$ cat src/rtl/mem_pkg.sv
// mem_pkg: shared types and default widths for the two-port memory arbiter
package mem_pkg;
  localparam int ADDR_W_DEF = 32;
  localparam int DATA_W_DEF = 64;
  typedef enum logic [1:0] {IDLE, ACTIVE, RESP} arb_state_e;
  typedef enum logic {READ, WRITE} mem_op_e;
endpackage

$ cat src/rtl/arb_pick2.sv
// arb_pick2: combinational two-way grant select
//   req[1:0] requests, ptr preferred port on a tie, valid any request, gnt granted port
module arb_pick2 (
  input  logic [1:0] req,
  input  logic       ptr,
  output logic       valid,
  output logic       gnt
);
  assign valid = |req;
  assign gnt   = &req ? ptr : req[1];
endmodule

$ cat src/rtl/mem_arbiter.sv
// mem_arbiter: shares one memory port between two requesters, one transaction at a time
//   clk/rst (async, active-high); pk_* requester ports for k=0,1; mem_* memory port
//   MEM_ARB_ROUND_ROBIN_EN: ties go to the port not granted last (else port 0 wins)
module mem_arbiter import mem_pkg::*; #(
  parameter int AddrBusWidth = ADDR_W_DEF,
  parameter int MemBusWidth  = DATA_W_DEF
) (
  input  logic                    clk,
  input  logic                    rst,
  input  logic [AddrBusWidth-1:0] p0_addr,
  input  logic [MemBusWidth-1:0]  p0_w_data,
  input  logic                    p0_re,
  input  logic                    p0_we,
  output logic [MemBusWidth-1:0]  p0_r_data,
  output logic                    p0_busy,
  output logic                    p0_done,
  input  logic [AddrBusWidth-1:0] p1_addr,
  input  logic [MemBusWidth-1:0]  p1_w_data,
  input  logic                    p1_re,
  input  logic                    p1_we,
  output logic [MemBusWidth-1:0]  p1_r_data,
  output logic                    p1_busy,
  output logic                    p1_done,
  output logic [AddrBusWidth-1:0] mem_addr,
  output logic [MemBusWidth-1:0]  mem_w_data,
  output logic                    mem_re,
  output logic                    mem_we,
  input  logic [MemBusWidth-1:0]  mem_r_data,
  input  logic                    mem_busy,
  input  logic                    mem_done
);
  arb_state_e state;
  mem_op_e op;
  logic owner, ptr, gnt_valid, gnt, grant;
  logic [AddrBusWidth-1:0] addr_q;
  logic [MemBusWidth-1:0] wdata_q;
  logic req0, req1, active, resp;
  assign req0 = p0_re | p0_we;
  assign req1 = p1_re | p1_we;
  arb_pick2 u_pick (.req({req1, req0}), .ptr(ptr), .valid(gnt_valid), .gnt(gnt));
  assign grant = state == IDLE && gnt_valid && !mem_busy;
`ifdef MEM_ARB_ROUND_ROBIN_EN
  always_ff @(posedge clk or posedge rst)
    if (rst) ptr <= 1'b0;
    else if (grant) ptr <= ~gnt;
`else
  assign ptr = 1'b0;
`endif
  always_ff @(posedge clk or posedge rst) begin
    if (rst) begin
      state <= IDLE;
      owner <= 1'b0;
      op <= READ;
      addr_q <= '0;
      wdata_q <= '0;
      p0_r_data <= '0;
      p1_r_data <= '0;
    end else begin
      case (state)
        IDLE: if (grant) begin
          state <= ACTIVE;
          owner <= gnt;
          addr_q <= gnt ? p1_addr : p0_addr;
          wdata_q <= gnt ? p1_w_data : p0_w_data;
          op <= (gnt ? p1_we : p0_we) ? WRITE : READ;
        end
        ACTIVE: if (mem_done) begin
          state <= RESP;
          if (op == READ && owner) p1_r_data <= mem_r_data;
          if (op == READ && !owner) p0_r_data <= mem_r_data;
        end
        default: state <= IDLE;
      endcase
    end
  end
  assign active = state == ACTIVE;
  assign resp = state == RESP;
  assign mem_re = active && op == READ;
  assign mem_we = active && op == WRITE;
  assign mem_addr = active ? addr_q : '0;
  assign mem_w_data = active ? wdata_q : '0;
  assign p0_done = resp && !owner;
  assign p1_done = resp && owner;
  // busy is gated by rst so it reads 0 while reset is held, even with a request up
  assign p0_busy = req0 && !p0_done && !rst;
  assign p1_busy = req1 && !p1_done && !rst;
endmodule

$ cat config.mk
export PLATFORM = sky130hd
export DESIGN_NAME = mem_arbiter
export DESIGN_NICKNAME = d
export VERILOG_FILES = /design/src/rtl/mem_pkg.sv /design/src/rtl/arb_pick2.sv /design/src/rtl/mem_arbiter.sv
export SDC_FILE = /design/constraint.sdc
export NUM_CORES = 1
export LEC_CHECK = 0
export CORE_AREA = 4 4 189 191
export DETAILED_ROUTE_END_ITERATION = 10
export DIE_AREA = 0 0 193 195
export PLACE_DENSITY_LB_ADDON = 0.1
export SLEW_MARGIN = 25
export SYNTH_ARGS = -nofsm -noshare
export SYNTH_HDL_FRONTEND = slang
export SYNTH_SLANG_ARGS = --single-unit
$ cat constraint.sdc
create_clock -name clk -period 15.1 [get_ports clk]
set_clock_uncertainty 0.1 [all_clocks]
set_input_delay 1.51 -clock clk [delete_from_list [all_inputs] [get_ports clk]]
set_output_delay 1.51 -clock clk [all_outputs]
set_load 0.05 [all_outputs]
Yosys cells after proc, flatten, opt, wreduce, memory -nomap -nowiden
Cells that the tools add are included.

word-level totals
  bits in registers = 228
  input port bits = 264
  output and inout bits = 230
  word-level logic and storage cells = 48

cells by class
  equal/unequal tests = 4
  muxes and demuxes = 10
  bitwise logic cells = 3
  reduce and logical (&&, ||, !) cells = 24

operators with widths
  kind                count
  $mux 64             2
  $mux 32             2
  $logic_and 1x1->1   12
  $reduce_and 2->1    3
  $reduce_and 3->1    2
  $logic_not 1->1     5
  $mux 2              2
  $ne 2x2->1 const B  2
  $pmux 2 s2          1
  $mux 1              3
  $eq 2x1->1 const B  1
  $eq 2x2->1 const B  1
  $logic_not 2->1     1
  $or 1x1->1          2
  $reduce_or 2->1     1
  $not 1->1           1

Longest topological paths before layout
  depth after elaboration = 6
  gate-level depth with buffers = 7
  mapped depth without buffers = 3

Cells and area by module
Synthesis repeated with hierarchy kept, for this count alone.

second synthesis, totals
  cell total of the unflattened synthesis = 822
  area total of the unflattened synthesis = 10,276.1 um^2

by module, submodules not included
  module       times used  cells each  area each (um^2)  sequential area each (um^2)
  mem_arbiter  1           819         10,258.6          5,705.5
  arb_pick2    1           3           17.5              0.0

Worst setup path after synthesis
No wires, ideal clock.

  path kind = input to output
  start point = input port p1_we
  end point = output port p1_busy
  arrival = 3.037 ns
  data required time = 13.490 ns
  setup slack = 10.453 ns
  stages on the path = 4
  path buffers = 2
  cells stage by stage = nor2_2 > buf_2 > buf_1 > nor3_1

between the ends
  word-level cells in the longest chain between the ends = 3

RTL lines
  item                            line               source
  start, declared                 mem_arbiter.sv:20  input logic p1_we,
  $or 1x1->1                      mem_arbiter.sv:39  assign req1 = p1_re | p1_we;
  $logic_and 1x1->1 (2 in a row)  mem_arbiter.sv:86  assign p1_busy = req1 && !p1_done && !rst;
  end, declared                   mem_arbiter.sv:22  output logic p1_busy,

No other way between the ends.

Worst setup path after layout
Same ends and word-level chain as after synthesis.

==> impl_metrics.yaml <==
clock_tree:
  cts_root_buf: "clkbuf_16"
  cts_resized: 0
  clock_latency_ns: 0.53
  cts_setup_buffers: 0
  numCtsBuffers: 27
  cts_hold_buf: 0
  cts.clk_slew.worst_paths_ns: 0.06
  htreeDepth: 1
  clkSinkCount: 228
  cts_buffer_depth: 3
  tritoncts: "done"
yosys:
  synth_seq_cells: 228
  syn-instance-count: 853
  synth_warnings: 0
  avgSynthCellArea_um2: 12.5
  netlist_area_mm2: 0.0107
  ys_seq_area_share_pct: 53.5
  synth_cell_type_count: 26
  syn-num-nets: 1117
sta:
  fmax_ghz: 0.197
  hold_viol_final: 0
  fin_setup_tns_ns: 0
  period_share_pct: 33.6
  tightestPinTransition_ns: 0.944
  relSlewSlack_pct: 37.1
  finalCriticalPeriod_ns: 5.07
  setup_violations: 0
  rsz0062_at_grt: "no"
  final_max_slew_viol_count: 0
  fin_ws_ns: 10.03
floorplanning:
  initial_core_util_pct: 31.3
  die_h_um: 195
  die-width_um: 193
  core_area_mm2: 0.0341
  ios: 494
  die_area_mm2: 0.0376
  row_count: 68
power:
  netSwitchingFraction_pct: 45.3
  p_int_mw: 1.99
  seqPwrFrac_pct: 28.3
  p_leak_nw: 6.72
  irDropWorstVdd_mv: 0.127
  p_total_mw: 3.63
  clkPwrFrac_pct: 17.3
  power.density_mw_per_mm2: 217
  p_switching_mw: 1.65
  p_comb_share_pct: 54.4
placed_design:
  io_buffers: 493
  dpl_worst_slack_ns: 10.01
  place_congestion: 0.787
  dp_hpwl_um: 27000
flow_run:
  drv_cap: 0
drt:
  drt_iter0_drc: 320
  wl_per_cell_um: 21.9
  drc: 0
  wl_um: 39100
  vias: 8687
  ant_nets: 0
  viasPerCell: 4.87
  drt-pass1-iter-count: 6
finish:
  fillers: 3141
  nNetsFinal: 1565
  syn_to_final_growth_pct: 56.7
  drive_gt1_share_pct: 14.6
  multiInputGateArea_mm2: 0.00451
  register_area_mm2: 0.00571
setup_path:
  rr_worst_depth: 5
  end_kind: "primary output"
  worstPathArrival_ns: 3.46
  crit_path_max_fanout: 48
  criticalPathCategory: "in2out"
  cp.required_ns: 13.49
  start_kind: "primary input"
global_route:
  grtUsageTotal_pct: 19.8
  grt_pass1_vias: 9318
  grt_pass1_wl_um: 58300
  grt_max_degree: 107
  grt-ovfl-total: 0
  grt_antenna_before_repair: 9
min_path:
  hold_depth: 1
  hold_path_class: "reg2reg"
status:
  status: "completed"
## logic make-up (layout without fill, tap and decap cells)
logic type,Yosys count,in the layout,synth area share [%]
AO/OA/AOI/OAI,293,293,21.7
AND/OR/NAND/NOR,114,114,6.66
other,0,8,0
multiplexers,129,129,13.6
flip-flops,228,228,53.5
buffers and inverters,89,556,4.49
## layout make-up
class	instances	area share, %
diodes	8	0.120
clock buffers	41	4.84
clock inverters	7	0.299
inverters	1	0.0674
multi-input cells	536	27.0
flip-flops and latches	228	34.1
well taps	455	3.41
repair buffers	507	30.1
## worst max-delay path, cell delays in order
cell,delay [ns]
clkdlybuf4s50_1,0.53
nor2_4,0.05
buf_4,0.29
nor3_1,0.25
clkdlybuf4s50_1,0.83
## layer usage
metal	wire length (um)	global-route usage (%)	up-vias	share of wire (%)
li1	-	-	4070	-
met1	15200	23.8	4244	39
met2	19600	34.1	310	50
met3	3250	6.06	61	8.3
met4	1010	5.87	2	2.6
met5	13	0	-	0.033
## registers in the layout, indices dropped and copies added, names as in the netlist
| name | count |
|---|---|
| addr_q | 32 |
| op | 1 |
| owner | 1 |
| p0_r_data | 64 |
| p1_r_data | 64 |
| state | 2 |
| wdata_q | 64 |
## per-stage QoR
step           hold WS (ns)  cell area, um2  cells  utilization, %
2_1_floorplan         0.397           10700    853               -
6_report              0.404           16700   1783            49.0
4_1_cts               0.405           16700   1775            48.9
3_5_place_dp          0.392           15800   1727            46.4
5_1_grt               0.410           16700   1781            49.0
3_3_place_gp          0.386           15800   1727            46.4
## Yosys cell counts
cell type    n  share of area (%)
clkbuf_1    44                1.5
inv_1        1              0.035
a2bb2oi_1   97                8.0
a21oi_1      1              0.047
nand4b_1     1              0.082
o21ai_0      1              0.047
a21oi_2      1              0.082
buf_2       20               0.94
or2_1        1              0.059
nor2b_1      2               0.12
buf_6       16                1.7
mux2_2     128                 14
buf_1        8               0.28
and3b_1      1              0.082
nor2_1       3               0.11
nor3b_1      1              0.070
and2_1      98                5.7
o21bai_1    97                6.8
nor3_1       3               0.14
nor4b_1      1              0.082
mux2i_1      1              0.094
dfrtp_1    228                 54
or3_1        1              0.059
nor2_2       1              0.059
o31ai_1     96                6.8
nand2b_1     1              0.059
## final timing paths
| check | from | to | slack [ns] |
|---|---|---|---|
| max in group asynchronous | rst | p1_r_data[37]$_DFFE_PP0P_ | 11.33 |
| setup reg to reg | state[0]$_DFFE_PP0P_ | wdata_q[9]$_DFFE_PP0P_ | 12.46 |
| setup / recovery | p1_we | p1_busy | 10.03 |
| hold / removal | p1_r_data[59]$_DFFE_PP0P_ | p1_r_data[59]$_DFFE_PP0P_ | 0.40 |
| min in group asynchronous | rst | wdata_q[4]$_DFFE_PP0P_ | 1.45 |
| hold reg to reg | p1_r_data[59]$_DFFE_PP0P_ | p1_r_data[59]$_DFFE_PP0P_ | 0.40 |
## layout by cell type (no fill, tap or decap)
master / instances
or3_1: 1
buf_4: 16
nor2_4: 1
clkbuf_1: 6
clkbuf_8: 8
o21ai_0: 1
nor3_2: 1
nor2b_4: 1
nor2b_1: 1
nand4b_1: 1
diode_2: 8
or2_4: 1
mux2_2: 128
a2bb2oi_1: 97
nor4b_2: 1
clkinv_2: 6
clkbuf_16: 27
inv_8: 1
a21oi_4: 1
a21oi_1: 1
nor3_1: 2
nor3b_1: 1
clkdlybuf4s50_1: 491
o21bai_1: 97
and3b_1: 1
o31ai_1: 96
nand2b_1: 1
and2_1: 98
dfrtp_1: 228
inv_16: 1
mux2i_1: 1
nor2_1: 3
## power by group through the flow
| stage | Sequential, mW | Clock (mW) | Combinational (mW) |
|---|---|---|---|
| floorplan | 1.55 | 0 | 0.751 |
| global placement | 1.03 | 0 | 1.99 |
| detailed placement | 1.03 | 0 | 2.00 |
| CTS | 1.03 | 0.649 | 2.00 |
| global route | 1.06 | 0.674 | 2.06 |
| finish | 1.03 | 0.629 | 1.98 |
Power figures use the tool's default switching activity.
